`src/rtl/uart_cmd_ctrl.sv`:
```
// rtl/uart_cmd_ctrl.sv - UART command sequencer between RX/TX FIFOs and the clock core
//
// Pops one byte at a time from the RX FIFO, optionally echoes it, decodes
// single-character commands into one-cycle pulses, and on '?' streams the
// report "HH:MM:SS\r\n" into the TX FIFO under tx_full backpressure.
//
// Ports:
//   clk, rst                  clock, asynchronous active-low reset
//   rx_rdata, rx_empty, rx_rd RX FIFO head byte (fall-through), empty flag, pop pulse
//   tx_full, tx_wr, tx_wdata  TX FIFO full flag, write strobe, write data
//   hour, min, sec            current time from the clock core (binary)
//   run_pulse, clear_pulse,
//   mode_pulse                one-cycle command pulses for 'R', 'C', 'M'
//   busy                      high whenever the sequencer is not idle
module uart_cmd_ctrl #(
  parameter bit ECHO_EN  = 1'b1,
  parameter bit CASE_INS = 1'b1
) (
  input  logic       clk,
  input  logic       rst,
  input  logic [7:0] rx_rdata,
  input  logic       rx_empty,
  output logic       rx_rd,
  input  logic       tx_full,
  output logic       tx_wr,
  output logic [7:0] tx_wdata,
  input  logic [4:0] hour,
  input  logic [5:0] min,
  input  logic [5:0] sec,
  output logic       run_pulse,
  output logic       clear_pulse,
  output logic       mode_pulse,
  output logic       busy
);

  localparam logic [2:0] S_IDLE    = 3'd0;
  localparam logic [2:0] S_ECHO    = 3'd1;
  localparam logic [2:0] S_DECODE  = 3'd2;
  localparam logic [2:0] S_REP_WR  = 3'd3;
  localparam logic [2:0] S_REP_GAP = 3'd4;

  logic [2:0] state_q, state_d;
  logic [7:0] byte_q, byte_d;
  logic [3:0] idx_q, idx_d;
  logic [4:0] hour_q, hour_d;
  logic [5:0] min_q, min_d;
  logic [5:0] sec_q, sec_d;
  logic       rx_rd_q, rx_rd_d;
  logic       tx_wr_q, tx_wr_d;
  logic [7:0] tx_wdata_q, tx_wdata_d;
  logic       run_q, run_d;
  logic       clear_q, clear_d;
  logic       mode_q, mode_d;
  logic [7:0] rep_char;

  function automatic logic [7:0] dig_tens(input logic [5:0] v);
    logic [5:0] t;
    t = v / 6'd10;
    return 8'h30 + {2'b00, t};
  endfunction

  function automatic logic [7:0] dig_units(input logic [5:0] v);
    logic [5:0] u;
    u = v % 6'd10;
    return 8'h30 + {2'b00, u};
  endfunction

  // Lower case is the upper-case code with bit 5 set.
  function automatic logic is_cmd(input logic [7:0] b, input logic [7:0] upper);
    return (b == upper) || (CASE_INS && (b == (upper | 8'h20)));
  endfunction

  // Report character for the current index, formatted from the snapshot only.
  always_comb begin
    rep_char = 8'h00;
    case (idx_q)
      4'd0:    rep_char = dig_tens({1'b0, hour_q});
      4'd1:    rep_char = dig_units({1'b0, hour_q});
      4'd2:    rep_char = 8'h3A;
      4'd3:    rep_char = dig_tens(min_q);
      4'd4:    rep_char = dig_units(min_q);
      4'd5:    rep_char = 8'h3A;
      4'd6:    rep_char = dig_tens(sec_q);
      4'd7:    rep_char = dig_units(sec_q);
      4'd8:    rep_char = 8'h0D;
      4'd9:    rep_char = 8'h0A;
      default: rep_char = 8'h00;
    endcase
  end

  always_comb begin
    state_d    = state_q;
    byte_d     = byte_q;
    idx_d      = idx_q;
    hour_d     = hour_q;
    min_d      = min_q;
    sec_d      = sec_q;
    rx_rd_d    = 1'b0;
    tx_wr_d    = 1'b0;
    tx_wdata_d = tx_wdata_q;
    run_d      = 1'b0;
    clear_d    = 1'b0;
    mode_d     = 1'b0;
    case (state_q)
      S_IDLE: begin
        if (!rx_empty) begin
          byte_d  = rx_rdata;
          rx_rd_d = 1'b1;
          state_d = S_ECHO;
        end
      end
      S_ECHO: begin
        // With echo enabled, stall here until the TX FIFO has room.
        if (!ECHO_EN) begin
          state_d = S_DECODE;
        end else if (!tx_full) begin
          tx_wr_d    = 1'b1;
          tx_wdata_d = byte_q;
          state_d    = S_DECODE;
        end
      end
      S_DECODE: begin
        state_d = S_IDLE;
        if (is_cmd(byte_q, 8'h52)) begin
          run_d = 1'b1;
        end else if (is_cmd(byte_q, 8'h43)) begin
          clear_d = 1'b1;
        end else if (is_cmd(byte_q, 8'h4D)) begin
          mode_d = 1'b1;
        end else if (byte_q == 8'h3F) begin
          hour_d  = hour;
          min_d   = min;
          sec_d   = sec;
          idx_d   = 4'd0;
          state_d = S_REP_WR;
        end
      end
      S_REP_WR: begin
        if (!tx_full) begin
          tx_wr_d    = 1'b1;
          tx_wdata_d = rep_char;
          state_d    = S_REP_GAP;
        end
      end
      S_REP_GAP: begin
        // Gap cycle lets the registered tx_full catch up with the last write.
        if (idx_q == 4'd9) begin
          state_d = S_IDLE;
        end else begin
          idx_d   = idx_q + 4'd1;
          state_d = S_REP_WR;
        end
      end
      default: state_d = S_IDLE;
    endcase
  end

  always_ff @(posedge clk or negedge rst) begin
    if (!rst) begin
      state_q    <= S_IDLE;
      byte_q     <= 8'h00;
      idx_q      <= 4'd0;
      hour_q     <= 5'd0;
      min_q      <= 6'd0;
      sec_q      <= 6'd0;
      rx_rd_q    <= 1'b0;
      tx_wr_q    <= 1'b0;
      tx_wdata_q <= 8'h00;
      run_q      <= 1'b0;
      clear_q    <= 1'b0;
      mode_q     <= 1'b0;
    end else begin
      state_q    <= state_d;
      byte_q     <= byte_d;
      idx_q      <= idx_d;
      hour_q     <= hour_d;
      min_q      <= min_d;
      sec_q      <= sec_d;
      rx_rd_q    <= rx_rd_d;
      tx_wr_q    <= tx_wr_d;
      tx_wdata_q <= tx_wdata_d;
      run_q      <= run_d;
      clear_q    <= clear_d;
      mode_q     <= mode_d;
    end
  end

  assign rx_rd       = rx_rd_q;
  assign tx_wr       = tx_wr_q;
  assign tx_wdata    = tx_wdata_q;
  assign run_pulse   = run_q;
  assign clear_pulse = clear_q;
  assign mode_pulse  = mode_q;
  assign busy        = (state_q != S_IDLE);

endmodule

```
`config.mk`:
```
export PLATFORM = sky130hd
export DESIGN_NAME = uart_cmd_ctrl
export DESIGN_NICKNAME = d
export VERILOG_FILES = /design/src/rtl/uart_cmd_ctrl.sv
export SDC_FILE = /design/constraint.sdc
export NUM_CORES = 1
export LEC_CHECK = 0
export BUFFER_PORTS_ARGS = -buffer_cell sky130_fd_sc_hd__buf_4
export CORE_ASPECT_RATIO = 0.8
export CORE_UTILIZATION = 45
export CTS_BUF_LIST = sky130_fd_sc_hd__clkbuf_4 sky130_fd_sc_hd__clkbuf_8
export DETAILED_ROUTE_END_ITERATION = 10
export PLACE_DENSITY = 0.73
export SYNTH_ARGS = -nofsm -noshare
export SYNTH_HDL_FRONTEND = slang
export SYNTH_SLANG_ARGS = --single-unit
```
`constraint.sdc`:
```
create_clock -name clk -period 3.3 [get_ports clk]
set_clock_uncertainty 0.05 [all_clocks]
set_input_delay 0.33 -clock clk [delete_from_list [all_inputs] [get_ports clk]]
set_output_delay 0.33 -clock clk [all_outputs]
set_load 0.02 [all_outputs]
```
==> results.yml <==
detailed_routing:
  vias: 2895
  wl_per_cell_um: 15.94
  drt_pass1_iterations: 5
  drc: 0
  drtAntennaViolNets: 0
  finalWirelength_mm: 7.682
  drt-initial-drc-count: 172
  vias_per_cell: 6.006
grt:
  antenna_found_initial: 0
  grt_pass1_wl_mm: 12.83
  gr-total-overflow: 0
  grt_max_degree: 46
  grt_pass1_vias: 2545
  track_usage: 0.2181
run:
  drv_cap: 0
clock_tree:
  clock_latency_ns: 0.30
  clockRootBuffer: "clkbuf_8"
  h-tree-depth: 2
  ctsResizeCount: 0
  post-cts-setup-buffer-count: 0
  hold_buffers: 0
  cts_tree: "done"
  cts_num_sinks: 45
  cts_made_buffers: 5
  cts_buffer_depth: 2
  clk_pin_slew_worst_paths_ns: 0.09
cells_and_area:
  nNetsFinal: 432
  layout_common_cells: "50 x buf_4, 45 x dfrtp_1, 35 x nand2_1"
  drive_above_1_share: 0.1949
  area_growth_pct: 14.23
  nFillCells: 653
  final_common_cell: "buf_4"
  diodes: 0
  fin_area_um2: 3666
  fin_cells: 482
power_and_ir_drop:
  p_leak_nw: 1.622
  p_per_area_nw_per_um2: 621.7
  irDropWorstVdd_v: 0.0003454
status:
  violations: "hold timing"
  outcome: "complete, but fails checks"
floorplan:
  dieArea_um2: 7476
  rows: 27
  core_um2: 6892
  initial_core_util: 0.4657
  die_height_um: 77.54
  die_x_um: 96.42
  num_io_pins: 43
setup_path:
  cp-end-kind: "register"
  worst_path_dominant_cell_family: "adder cells"
  timing.critical_path.buf_inv: 1
  cp.arrival_ns: 3.04
  worst_ep_required_time_ns: 3.48
  crit_chain: "inv_1, ha_1, nand2b_1, a2111oi_2, nor2_1, nor2_1, xnor2_1, nand2_1, ha_1, nor2_1, o21ai_0, a31oi_1"
  rr_startpoint: "sec_q[4]"
  cpMaxStageDelayCell: "ha_1"
  crit_start: "sec_q[4]"
  crit_path_max_fanout: 12
  critPathKind: "register to register"
  crit_top_cell: "nor2_1"
  worstSetupStartpointType: "register"
  critPathMaxStageDelay_ns: 0.53
yosys:
  async_flop_share: 1.000
  synthesis.nets: 403
  synth_seq_cells: 45
  ys_seq_area_frac: 0.3509
  synth_top_flop_cell: "dfrtp_1"
  synthCells: 366
  synth_edf_count: 0
  yosysWarnings: 0
  synth.avg_cell_area_um2: 8.769
  syn_area_um2: 3209
  yosysUniqueCellTypes: 67
timing:
  finalHoldViolCount: 36
  fin_tns_setup_ns: 0
  fmax_mhz: 349.4
  rsz0062_at_grt: "false"
  setup_violations: 0
  drv_slew: 0
  max_slew.worst_pin.slew_ns: 0.7003
  slew_headroom: 0.5322
  min_period_ns: 2.862
  finalWorstSetupSlack_ns: 0.4378
  period_share: 0.8673
  holdWs_ns: -0.02999
placed_design:
  dp_cells: 475
  placed_area_um2: 3562
  gp_congestion: 0.8558
  dp_hpwl_mm: 5.446
  io_buffers: 42
  dpl_worst_slack_ns: 0.4932
min_path:
  min_path_type: "input pin to asynchronous set/reset pin"
-- routing by layer --
metal  vias to the layer above  GRT usage  share of wire
met5                         -          0              0
met4                         0    0.04706          0.014
met3                        11    0.03627          0.060
met2                       104     0.3177           0.46
met1                      1387     0.3360           0.47
li1                       1393          -              -
-- sequential cells by signal, indices dropped and copies added, names as in the netlist --
name / count
clear_pulse: 1
idx_q: 4
hour_q: 5
run_pulse: 1
sec_q: 6
min_q: 6
mode_pulse: 1
tx_wdata: 8
tx_wr: 1
state_q: 3
byte_q: 8
rx_rd: 1
-- path summary, 6_finish.rpt --
kind / endpoint / cells past startpoint / slack (ns)
hold / removal: tx_wdata[6] / 1 / -0.03
max in group asynchronous: idx_q[2] / 1 / 2.82
hold reg to reg: run_pulse / 1 / 0.42
min in group clk: byte_q[1] / 3 / 0.18
setup / recovery: tx_wdata[5] / 12 / 0.44
setup reg to reg: tx_wdata[5] / 12 / 0.44
-- worst register-to-register path: stages (launching register included) --
cell and delay, ns:
dfrtp_1 0.36, inv_1 0.09, ha_1 0.54, nand2b_1 0.12, a2111oi_2 0.35, nor2_1 0.15, nor2_1 0.27, xnor2_1 0.16
nand2_1 0.08, ha_1 0.28, nor2_1 0.09, o21ai_0 0.09, a31oi_1 0.19
-- Yosys cell counts (all sizes together) (3+ instances only) --
| library cell | n | area share |
|---|---|---|
| dfrtp | 45 | 0.35 |
| nand2 | 35 | 0.041 |
| o21ai | 33 | 0.051 |
| nor2 | 26 | 0.030 |
| a21oi | 19 | 0.031 |
| mux2 | 17 | 0.060 |
| buf | 16 | 0.030 |
| inv | 15 | 0.018 |
| clkbuf | 12 | 0.014 |
| nor2b | 11 | 0.022 |
| nor3 | 10 | 0.016 |
| nand2b | 9 | 0.018 |
| ha | 8 | 0.031 |
| nand3b | 8 | 0.019 |
| a211oi | 6 | 0.016 |
| nand4 | 6 | 0.012 |
| nand3 | 5 | 0.0078 |
| nor4 | 5 | 0.018 |
| a31oi | 4 | 0.0078 |
| mux2i | 4 | 0.012 |
| nand4b | 4 | 0.011 |
| nor3b | 4 | 0.013 |
| o211ai | 4 | 0.0094 |
| o22ai | 4 | 0.0078 |
| o31ai | 4 | 0.0094 |
| or3 | 4 | 0.0078 |
| xor2 | 4 | 0.011 |
| nor4b | 3 | 0.012 |
-- layout make-up --
type / count / area, µm² / area share
clock buffer: 5 / 68.82 / 0.01877
clock inverter: 2 / 35.03 / 0.009556
inverter: 15 / 56.30 / 0.01536
multi-input combinational: 278 / 1896 / 0.5171
sequential: 45 / 1126 / 0.3072
tap: 87 / 108.9 / 0.02969
timing repair buffer: 50 / 375.4 / 0.1024
-- stage by stage --
stage | utilization | total power, mW
5_1_grt | 0.5320 | 2.437
2_1_floorplan | - | 1.534
6_report | 0.5320 | 2.279
4_1_cts | 0.5320 | 2.281
3_3_place_gp | 0.5169 | 1.836
3_5_place_dp | 0.5169 | 1.862
-- report_power, final --
| group | switching [mW] | internal (mW) |
|---|---|---|
| Clock | 0.198 | 0.221 |
| Sequential | 0.188 | 0.698 |
| Combinational | 0.550 | 0.424 |
-- logic make-up (layout without fill, tap and decap cells) --
kind of cell	count (synthesis)	count (layout)	synth area share
AOI/OAI and AO/OA	101	101	0.2125
buffers and inverters	43	72	0.06121
and+or+nand+nor	142	142	0.2558
xor gates and xnor gates	6	6	0.01637
muxes	21	21	0.07212
adders and majority gates	8	8	0.03119
DFF	45	45	0.3509
Power figures use the tool's default switching activity.
